[config.mk]
export PLATFORM = sky130hd
export DESIGN_NAME = sccb_slave_flat
export DESIGN_NICKNAME = d
export VERILOG_FILES = /design/src/rtl/sccb_slave_if.sv /design/src/rtl/sccb_slave.sv /design/src/flat_wrapper.sv
export SDC_FILE = /design/constraint.sdc
export NUM_CORES = 1
export LEC_CHECK = 0
export ABC_AREA = 1
export CAP_MARGIN = 20
export CORE_MARGIN = 2
export CORE_UTILIZATION = 50
export CTS_CLUSTER_DIAMETER = 40
export CTS_CLUSTER_SIZE = 40
export DETAILED_ROUTE_END_ITERATION = 8
export DONT_BUFFER_PORTS = 1
export PLACE_DENSITY = 0.64
export SKIP_LAST_GASP = 1
export SLEW_MARGIN = 0
export SYNTH_ARGS = -nofsm -noshare
export SYNTH_HDL_FRONTEND = slang
export SYNTH_SLANG_ARGS = --single-unit
[constraint.sdc]
create_clock -name i_Clk -period 3.1 [get_ports i_Clk]
set_input_delay 0.62 -clock i_Clk [delete_from_list [all_inputs] [get_ports i_Clk]]
set_output_delay 0.62 -clock i_Clk [all_outputs]
set_load 0.02 [all_outputs]
[src/rtl/sccb_slave_if.sv]
// sccb_slave_if: SCCB bus pins plus the register-write report of the responder.
//   i_SIO_C, i_SIO_D : SCCB clock/data from the master (asynchronous to the system clock)
//   o_fWrite         : one-cycle write strobe, o_Addr/o_Data valid in that cycle
//   o_Addr, o_Data   : last received sub-address / data byte
//   o_fBusy          : transaction in progress (START seen, STOP not yet seen)
//   o_fIdErr         : one-cycle pulse on device ID mismatch
`timescale 1ns / 1ps
interface sccb_slave_if;
  logic       i_SIO_C;
  logic       i_SIO_D;
  logic       o_fWrite;
  logic [7:0] o_Addr;
  logic [7:0] o_Data;
  logic       o_fBusy;
  logic       o_fIdErr;

  modport master (
    output i_SIO_C, i_SIO_D,
    input  o_fWrite, o_Addr, o_Data, o_fBusy, o_fIdErr
  );

  modport slave (
    input  i_SIO_C, i_SIO_D,
    output o_fWrite, o_Addr, o_Data, o_fBusy, o_fIdErr
  );
endinterface

[src/rtl/sccb_slave.sv]
// sccb_slave: SCCB write responder. Oversamples SIO_C/SIO_D with the system clock and
// decodes 3-phase writes (device ID, sub-address, data), reporting each ID-matched
// complete write with a one-cycle strobe.
//   i_Clk  : system clock
//   i_Rst  : asynchronous active-high reset
//   bus    : sccb_slave_if.slave (SCCB pins in, write report out)
`timescale 1ns / 1ps
module sccb_slave #(
  parameter logic [7:0]  DEV_ID      = 8'h42,
  parameter int unsigned SYNC_STAGES = 2
) (
  input  logic         i_Clk,
  input  logic         i_Rst,
  sccb_slave_if.slave  bus
);

  typedef enum logic [2:0] {
    StIdle,
    StId,
    StSubaddr,
    StData,
    StWaitStop
  } state_e;

  // Synchronizers and previous-value flops reset to 1: the idle bus is high.
  logic [SYNC_STAGES-1:0] c_sync;
  logic [SYNC_STAGES-1:0] d_sync;
  logic                   p_c;
  logic                   p_d;
  logic                   s_c;
  logic                   s_d;

  always_ff @(posedge i_Clk or posedge i_Rst) begin
    if (i_Rst) begin
      c_sync <= '1;
      d_sync <= '1;
      p_c    <= 1'b1;
      p_d    <= 1'b1;
    end else begin
      c_sync <= {c_sync[SYNC_STAGES-2:0], bus.i_SIO_C};
      d_sync <= {d_sync[SYNC_STAGES-2:0], bus.i_SIO_D};
      p_c    <= s_c;
      p_d    <= s_d;
    end
  end

  assign s_c = c_sync[SYNC_STAGES-1];
  assign s_d = d_sync[SYNC_STAGES-1];

  logic c_rise;
  logic start_det;
  logic stop_det;

  // START/STOP require C high in both samples, so a simultaneous C/D change is neither.
  assign c_rise    = s_c & ~p_c;
  assign start_det = s_c & p_c & p_d & ~s_d;
  assign stop_det  = s_c & p_c & ~p_d & s_d;

  state_e     state_q;
  logic [3:0] bit_cnt_q;
  logic [7:0] shreg_q;
  logic [7:0] addr_q;
  logic [7:0] data_q;
  logic       write_q;
  logic       id_err_q;
  logic       busy_q;

  always_ff @(posedge i_Clk or posedge i_Rst) begin
    if (i_Rst) begin
      state_q   <= StIdle;
      bit_cnt_q <= 4'd0;
      shreg_q   <= 8'h00;
      addr_q    <= 8'h00;
      data_q    <= 8'h00;
      write_q   <= 1'b0;
      id_err_q  <= 1'b0;
      busy_q    <= 1'b0;
    end else begin
      write_q  <= 1'b0;
      id_err_q <= 1'b0;
      if (start_det) begin
        // Repeated START restarts framing from the ID byte in any state.
        state_q   <= StId;
        bit_cnt_q <= 4'd0;
        shreg_q   <= 8'h00;
        busy_q    <= 1'b1;
      end else if (stop_det && (state_q != StIdle)) begin
        // Any partial byte is dropped; SUBADDR already loaded o_Addr for a 2-phase write.
        state_q   <= StIdle;
        bit_cnt_q <= 4'd0;
        shreg_q   <= 8'h00;
        busy_q    <= 1'b0;
      end else if (c_rise && (state_q != StIdle)) begin
        if (bit_cnt_q != 4'd8) begin
          shreg_q   <= {shreg_q[6:0], s_d};
          bit_cnt_q <= bit_cnt_q + 4'd1;
        end else begin
          // Ninth (don't-care) bit: its value is ignored, the byte completes here.
          bit_cnt_q <= 4'd0;
          case (state_q)
            StId: begin
              if (shreg_q == DEV_ID) begin
                state_q <= StSubaddr;
              end else begin
                id_err_q <= 1'b1;
                state_q  <= StWaitStop;
              end
            end
            StSubaddr: begin
              addr_q  <= shreg_q;
              state_q <= StData;
            end
            StData: begin
              data_q  <= shreg_q;
              write_q <= 1'b1;
              state_q <= StWaitStop;
            end
            default: ;
          endcase
        end
      end
    end
  end

  assign bus.o_fWrite = write_q;
  assign bus.o_Addr   = addr_q;
  assign bus.o_Data   = data_q;
  assign bus.o_fBusy  = busy_q;
  assign bus.o_fIdErr = id_err_q;

endmodule

[src/flat_wrapper.sv]
// flat-port wrapper written by rule: the top's interface ports become plain ports
module sccb_slave_flat 
#(
  parameter logic [7:0]  DEV_ID      = 8'h42,
  parameter int unsigned SYNC_STAGES = 2
)
  (i_Clk, i_Rst, bus_i_SIO_C, bus_i_SIO_D, bus_o_fWrite, bus_o_Addr, bus_o_Data, bus_o_fBusy, bus_o_fIdErr);
  sccb_slave_if bus_i ();
  input  logic i_Clk;
  input  logic i_Rst;
  input wire logic [$bits(bus_i.i_SIO_C)-1:0] bus_i_SIO_C;
  input wire logic [$bits(bus_i.i_SIO_D)-1:0] bus_i_SIO_D;
  output wire logic [$bits(bus_i.o_fWrite)-1:0] bus_o_fWrite;
  output wire logic [$bits(bus_i.o_Addr)-1:0] bus_o_Addr;
  output wire logic [$bits(bus_i.o_Data)-1:0] bus_o_Data;
  output wire logic [$bits(bus_i.o_fBusy)-1:0] bus_o_fBusy;
  output wire logic [$bits(bus_i.o_fIdErr)-1:0] bus_o_fIdErr;
  assign bus_i.i_SIO_C = bus_i_SIO_C;
  assign bus_i.i_SIO_D = bus_i_SIO_D;
  assign bus_o_fWrite = bus_i.o_fWrite;
  assign bus_o_Addr = bus_i.o_Addr;
  assign bus_o_Data = bus_i.o_Data;
  assign bus_o_fBusy = bus_i.o_fBusy;
  assign bus_o_fIdErr = bus_i.o_fIdErr;
  sccb_slave #(.DEV_ID(DEV_ID), .SYNC_STAGES(SYNC_STAGES)) u_core (.i_Clk(i_Clk), .i_Rst(i_Rst), .bus(bus_i));
endmodule
==> impl_results.md, run 1 <==
- Largest net degree at the start of global routing: 41
- GR Util met2: around 29%
- Switching pwr: roughly 220 µW
- Starting Density: 53.1%
- Share of layout cells above drive strength 1: a little over a quarter
- # hold bufs at CTS: 0
- # DRC: 0
- Syn Area/Cell: around 10 µm²
- Area of the multi-input gates: ~670 µm²
- Status: completed
- Ant diodes: 0
- DP Area: approximately 1800 µm²
- Worst Path Max Fanout: 16
- Vias in the first global route: 1205
- Register area: 1010 µm²
- Seq cells post-synth: 40
- CP required: approximately 3300 ps
- Setup Viol. Count Final: 0
- Setup crit start kind: flop
- Setup CP Type: reg2reg
- Crit-path cells: inv_1 > ha_1 > nand2_2 > nor2_8 > nand3_4 > inv_4 > nand3_4 > nand2_1 > o21ai_2
- Global Route Usage Sum: between 15 and 20%
- R2R Path Start: u_core.bit_cnt_q[0]
- Worst path slowest cell: dfrtp_1
- Min-Delay Path Class: in2async
- Setup TNS: 0 ps
- Crit. Startpoint: u_core.bit_cnt_q[0]
- FF-to-FF path depth: 9
- Buffers on Ports: 0
- Number of H-tree levels: 2
- Crit. path cell count: 9
- Tmin final: between 1500 and 2000 ps
- ANT nets after route: 0
- Clock Latency Late Sink: roughly 350 ps
- Global route hottest layer: met2
- Post-Layout Inst Area: 1940 µm²
- Critical path arrival: between 1500 and 2000 ps
- Longest Clk Path Bufs: 2
- Seq/Total Area, Yosys: between 50% and 60%
- Core area: ~3400 µm²
- Gr ovfl total: 0
- Gpl congestion: about 0.87
- 1st-pass router iterations: 4
- PostCTS Resize Cnt: 0
- GR Util met1: between 20% and 30%
- PwrDens: between 500 and 600 nW/µm²
- WL final: 3010 µm
- Synth warn: 0
- GRT met3 Usage: around 6.3%
- Distinct cells, synth: 25
- Final hold vios: 0
- Reg2Reg Capture Point: u_core.bus.o_Addr[1]
- Die Wd: 64.0 µm
- Total CTS buffers: 5
- Sw Share: 22.2%
- Power share of the combinational group: 5.4%
- Clock skew: between 10 and 15 ps
- Layout area overhead: 7.64%
- Fin nets: between 150 and 200
- RSZ-0062 raised after global routing: false
- Pins Over Slew Limit: 0
- Max-Cap Viols: 0
- Mapped Nets: ~180
- Synth Cell Area: between 1500 and 2000 µm²
- Postcts setup bufs: 0
- Worst R2R Setup Slack: 1510 ps
- Overall via count from detail_route: ~1.2k
- Clock share of power: roughly 39%
- Drt via density: between 5 and 6
- Seq pwr share: around 56%
- CTS tree: built
- Leak pwr: ~0.95 nW
- Worst slew margin: 68.0%
- Clock sink count: 40
- Crit-path leading delay family: simple AND/OR/NAND/NOR gates
- Peak supply drop: between 0.0002 and 0.0003 V
- Initial drt markers: 48
- Initial antenna violation count: 0
- Commonest non-fill, non-tap cell in the layout: nand2_1
- Post-Synthesis Cells: between 150 and 200
- Global-route wire length before repair: 5610 µm
- CP bufs+invs: 2
- Row Count: 21
- Largest stage delay on the critical path: ~410 ps
- Most common cell on crit path: nand3_4
- Clock Tree Root: clkbuf_4
- Die Ht: approximately 64 µm
- Fmax: 630 MHz
- Wirelength per Cell: approximately 13 µm
- Slew @ Worst Pin: between 400 and 500 ps
- Critical path endpoint category: flop
- Io pins: 23
- Setup crit end: u_core.bus.o_Addr[1]
- Clock transition at path regs: 120 ps
- Period Utilization, post-route: roughly half
- Layout fillers: between 300 and 400
- Die area: ~4000 µm²
- Most frequent cells in the layout: 46 x nand2_1, 34 x dfrtp_1, 20 x inv_1
- Internal power: between 700 and 800 µW
- Hpwl dp: between 2000 and 2500 µm
-- power by group through the flow --
stage | Combinational [mW] | Sequential (mW) | Clock [mW]
final | 0.0532 | 0.553 | 0.381
after global routing | 0.0631 | 0.556 | 0.420
after CTS | 0.0552 | 0.553 | 0.390
after detailed placement | 0.0547 | 0.563 | 0
after global placement | 0.0526 | 0.562 | 0
after floorplan | 0.0428 | 0.560 | 0
-- Yosys cell counts, drive strengths merged --
cell type  instances  area [µm²]
a21oi              1        5.00
o21ai             28         200
nor2              14        93.8
ha                 2        25.0
xnor2              1        8.76
dfstp              6         158
buf                2        22.5
nand2             50         213
nand3             12         103
nand4              1        6.26
inv               25        98.8
dfrtp             34         851
a211oi             1        7.51
xor2               1        8.76
-- cells by family (layout without fill, tap and decap cells) --
group / Yosys count / after routing / share of synthesized area [%]
AO/OA/AOI/OAI: 30 / 30 / 11.8
XOR/XNOR: 2 / 2 / 0.973
adder cells (fa/ha/maj): 2 / 2 / 1.39
buffers and inverters: 27 / 34 / 6.74
flip-flops: 40 / 40 / 56.0
AND/OR/NAND/NOR: 77 / 77 / 23.1
-- through the flow --
stage / power, mW / instances / hold slack (ps) / util [%] / setup slack (ps)
global route: 1.04 / 231 / 229 / 57.2 / 1360
floorplan: 0.603 / 178 / 345 / - / 1570
finish: 0.987 / 231 / 255 / 57.2 / 1510
global placement: 0.615 / 223 / 346 / 54.4 / 1570
detailed placement: 0.618 / 223 / 349 / 54.4 / 1520
CTS: 0.998 / 231 / 245 / 57.2 / 1490
-- flip-flops by register name, summed over array words and instances, names as in the netlist --
signal               flops
u_core.bit_cnt_q         4
u_core.state_q           3
u_core.bus.o_Addr        8
u_core.d_sync            2
u_core.bus.o_fIdErr      1
u_core.bus.o_Data        8
u_core.shreg_q           8
u_core.p_d               1
u_core.bus.o_fWrite      1
u_core.p_c               1
u_core.bus.o_fBusy       1
u_core.c_sync            2
-- final cells by class --
type / count / share of cell area, %
Timing Repair Buffer: 1 / 0.387
Clock inverter: 1 / 1.55
Clock buffer: 7 / 3.36
Multi-Input combinational cell: 111 / 34.6
Tap cell: 46 / 2.97
Inverter: 25 / 5.10
Sequential cell: 40 / 52.0
-- per-layer routing --
layer,vias to the layer above,routed length (µm),part of all wire [%]
met5,-,0,0
li1,568,-,-
met1,569,1380,46
met4,0,28,0.93
met2,21,1450,48
met3,3,147,4.9
-- worst min path at each step --
| stage | from | slack (ps) | to |
|---|---|---|---|
| 3_5_place_dp | u_core.c_sync[0] | 350 | u_core.c_sync[1] |
| 6_report | i_Rst | 250 | u_core.bit_cnt_q[2] |
| 2_1_floorplan | u_core.c_sync[0] | 350 | u_core.c_sync[1] |
| 4_1_cts | bus_i_SIO_D | 240 | u_core.d_sync[0] |
| 5_1_grt | bus_i_SIO_D | 230 | u_core.d_sync[0] |
| 3_3_place_gp | u_core.c_sync[0] | 350 | u_core.c_sync[1] |
No activity file was read; power rests on OpenSTA's default activity.
==> inputs of run 2 (changes only) <==
--- a/config.mk
+++ b/config.mk
@@ -13,7 +13,7 @@
 export CTS_CLUSTER_SIZE = 40
 export DETAILED_ROUTE_END_ITERATION = 8
 export DONT_BUFFER_PORTS = 1
-export PLACE_DENSITY = 0.64
+export PLACE_DENSITY = 0.67
 export SKIP_LAST_GASP = 1
 export SLEW_MARGIN = 0
 export SYNTH_ARGS = -nofsm -noshare
==> constraint.sdc (replaced) <==
create_clock -name i_Clk -period 1.3 [get_ports i_Clk]
set_input_delay 0.26 -clock i_Clk [delete_from_list [all_inputs] [get_ports i_Clk]]
set_output_delay 0.26 -clock i_Clk [all_outputs]
set_load 0.02 [all_outputs]
==> impl_results.md, run 2 (synthesis results as in run 1) <==
- PwrDens: roughly 930 nW/µm²
- Die Wd: 64.0 µm
- Min-Delay Path Class: reg2reg
- Hold slack: 362 ps
- Pins Over Slew Limit: 0
- Setup CP Type: reg2reg
- Global Route Usage Sum: between 20% and 30%
- Total CTS buffers: 5
- Setup Viol. Count Final: 30
- Longest Clk Path Bufs: 2
- Worst hold start: u_core.c_sync[0]
- Worst Path Max Fanout: 8
- Hpwl dp: about 2400 µm
- Failing checks: setup timing
- CP required: around 1500 ps
- Largest net degree at the start of global routing: slightly above 40
- DP Area: between 2000 and 2500 µm²
- Fmax: 698 MHz
- Layout area overhead: 28.5%
- Overall via count from detail_route: roughly 1.3k
- Drt via density: 5.00
- Gr ovfl total: 0
- Share of layout cells above drive strength 1: 49.1%
- Ant diodes: 0
- ANT nets after route: 0
- Leak pwr: between 1 and 1.5 nW
- Initial antenna violation count: 0
- Clock transition at path regs: between 100 and 150 ps
- Seq pwr share: between 60 and 70%
- Critical path arrival: between 1500 and 2000 ps
- Critical path endpoint category: flop
- R2R Path Start: u_core.bit_cnt_q[1]
- Worst R2R Setup Slack: -130 ps
- Die Ht: 64.0 µm
- Number of H-tree levels: 2
- CTS tree: built
- # DRC: 0
- Io pins: 23
- Switching pwr: about 550 µW
- Clock Tree Root: clkbuf_4
- Power share of the combinational group: a little under an eighth
- Post-Layout Inst Area: between 2000 and 2500 µm²
- Core area: ~3400 µm²
- Row Count: 21
- Die area: a little over 4000 µm²
- RSZ-0062 raised after global routing: true
- Clock share of power: 26.7%
- Clock Latency Late Sink: 340 ps
- 1st-pass router iterations: 5
- Fin nets: between 200 and 250
- Clock sink count: 40
- Period Utilization, post-route: 110%
- Final hold vios: 0
- Global-route wire length before repair: 6320 µm
- Wirelength per Cell: ~14 µm
- Worst slew margin: about four fifths
- Internal power: approximately 1.6 mW
- Max-Cap Viols: 0
- Tmin final: ~1400 ps
- Gpl congestion: between 0.8 and 0.9
- Hold depth: 0
- Overall Power: 2.15 mW
- Sw Share: about 25%
- Hold EP: u_core.c_sync[1]
- Starting Density: 53.1%
- Vias in the first global route: 1347
- Clock skew: ~7.4 ps
- Most frequent cells in the layout: 34 x nand2_1, 34 x dfrtp_1, 26 x buf_4
- Initial drt markers: 29
- Buffers on Ports: 0
- WL final: between 3000 and 4000 µm
- Slew @ Worst Pin: 292 ps
- Peak supply drop: approximately 0.00079 V
- Setup crit start kind: flop
- Setup WS post-layout: -133 ps
- Status: finished, violations left
- Reg2Reg Capture Point: u_core.bus.o_Addr[1]
- FF-to-FF path depth: 9
- Layout fillers: ~260
## run 2: how the worst max path moves through the flow
stage	start	depth (start not counted)	end
finish	u_core.bit_cnt_q[1]	9	u_core.bus.o_Addr[1]
floorplan	u_core.bit_cnt_q[1]	10	u_core.bus.o_Addr[0]
detailed placement	u_core.bit_cnt_q[0]	9	u_core.bus.o_Addr[3]
global placement	u_core.bit_cnt_q[1]	9	u_core.bus.o_Addr[7]
CTS	u_core.c_sync[1]	7	u_core.bus.o_Addr[0]
global route	u_core.c_sync[1]	8	u_core.shreg_q[2]
## run 2: cell type report
cell class | count | area (µm²) | area share, %
Sequential cell | 40 | 1010 | 43.6
Multi-Input combinational cell | 112 | 830 | 35.9
Timing Repair Buffer | 32 | 268 | 11.6
Inverter | 25 | 104 | 4.49
Tap cell | 46 | 57.6 | 2.49
Clock buffer | 6 | 41.3 | 1.78
Clock inverter | 1 | 5.00 | 0.216
## run 2: critical path, cell delays in order, from the launching register on
cell     delay [ps]
dfrtp_1         410
inv_2            80
ha_4            140
nand2_4          60
nor2_8          100
nand3_4         100
inv_6           110
nand3_4         160
nand2_2         110
o21ai_2          50
## run 2: what timing repair did
item	in CTS	in global routing
cloned	1	0
endpoints found under the setup margin	32	33
gates resized for setup	25	19
setup buffers	3	3
hold endpoints to repair	36	0
hold buffers	3	0
pin swaps	6	6
## run 2: metal layers
| layer | track usage (%) | up-vias | routed length (µm) |
|---|---|---|---|
| met5 | 0 | - | 0 |
| met4 | 9.24 | 0 | 90 |
| met3 | 5.81 | 7 | 143 |
| met2 | 33.3 | 21 | 1890 |
| met1 | 24.8 | 640 | 1520 |
| li1 | - | 641 | - |
## run 2: stage by stage
stage / setup TNS (ps) / setup WS [ps] / instances / util [%]
after floorplan: -1070 / -126 / 178 / -
after global placement: -1740 / -122 / 245 / 60.4
after detailed placement: -2800 / -157 / 245 / 60.4
after CTS: -1570 / -94.1 / 259 / 65.4
after global routing: -5250 / -202 / 262 / 68.3
final: -2680 / -133 / 262 / 68.3
## run 2: power groups by stage
stage	registers [mW]	clock network, mW	logic [mW]
detailed placement	1.34	0	0.203
global route	1.32	0.638	0.286
global placement	1.34	0	0.195
finish	1.32	0.576	0.257
CTS	1.32	0.594	0.231
floorplan	1.34	0	0.118
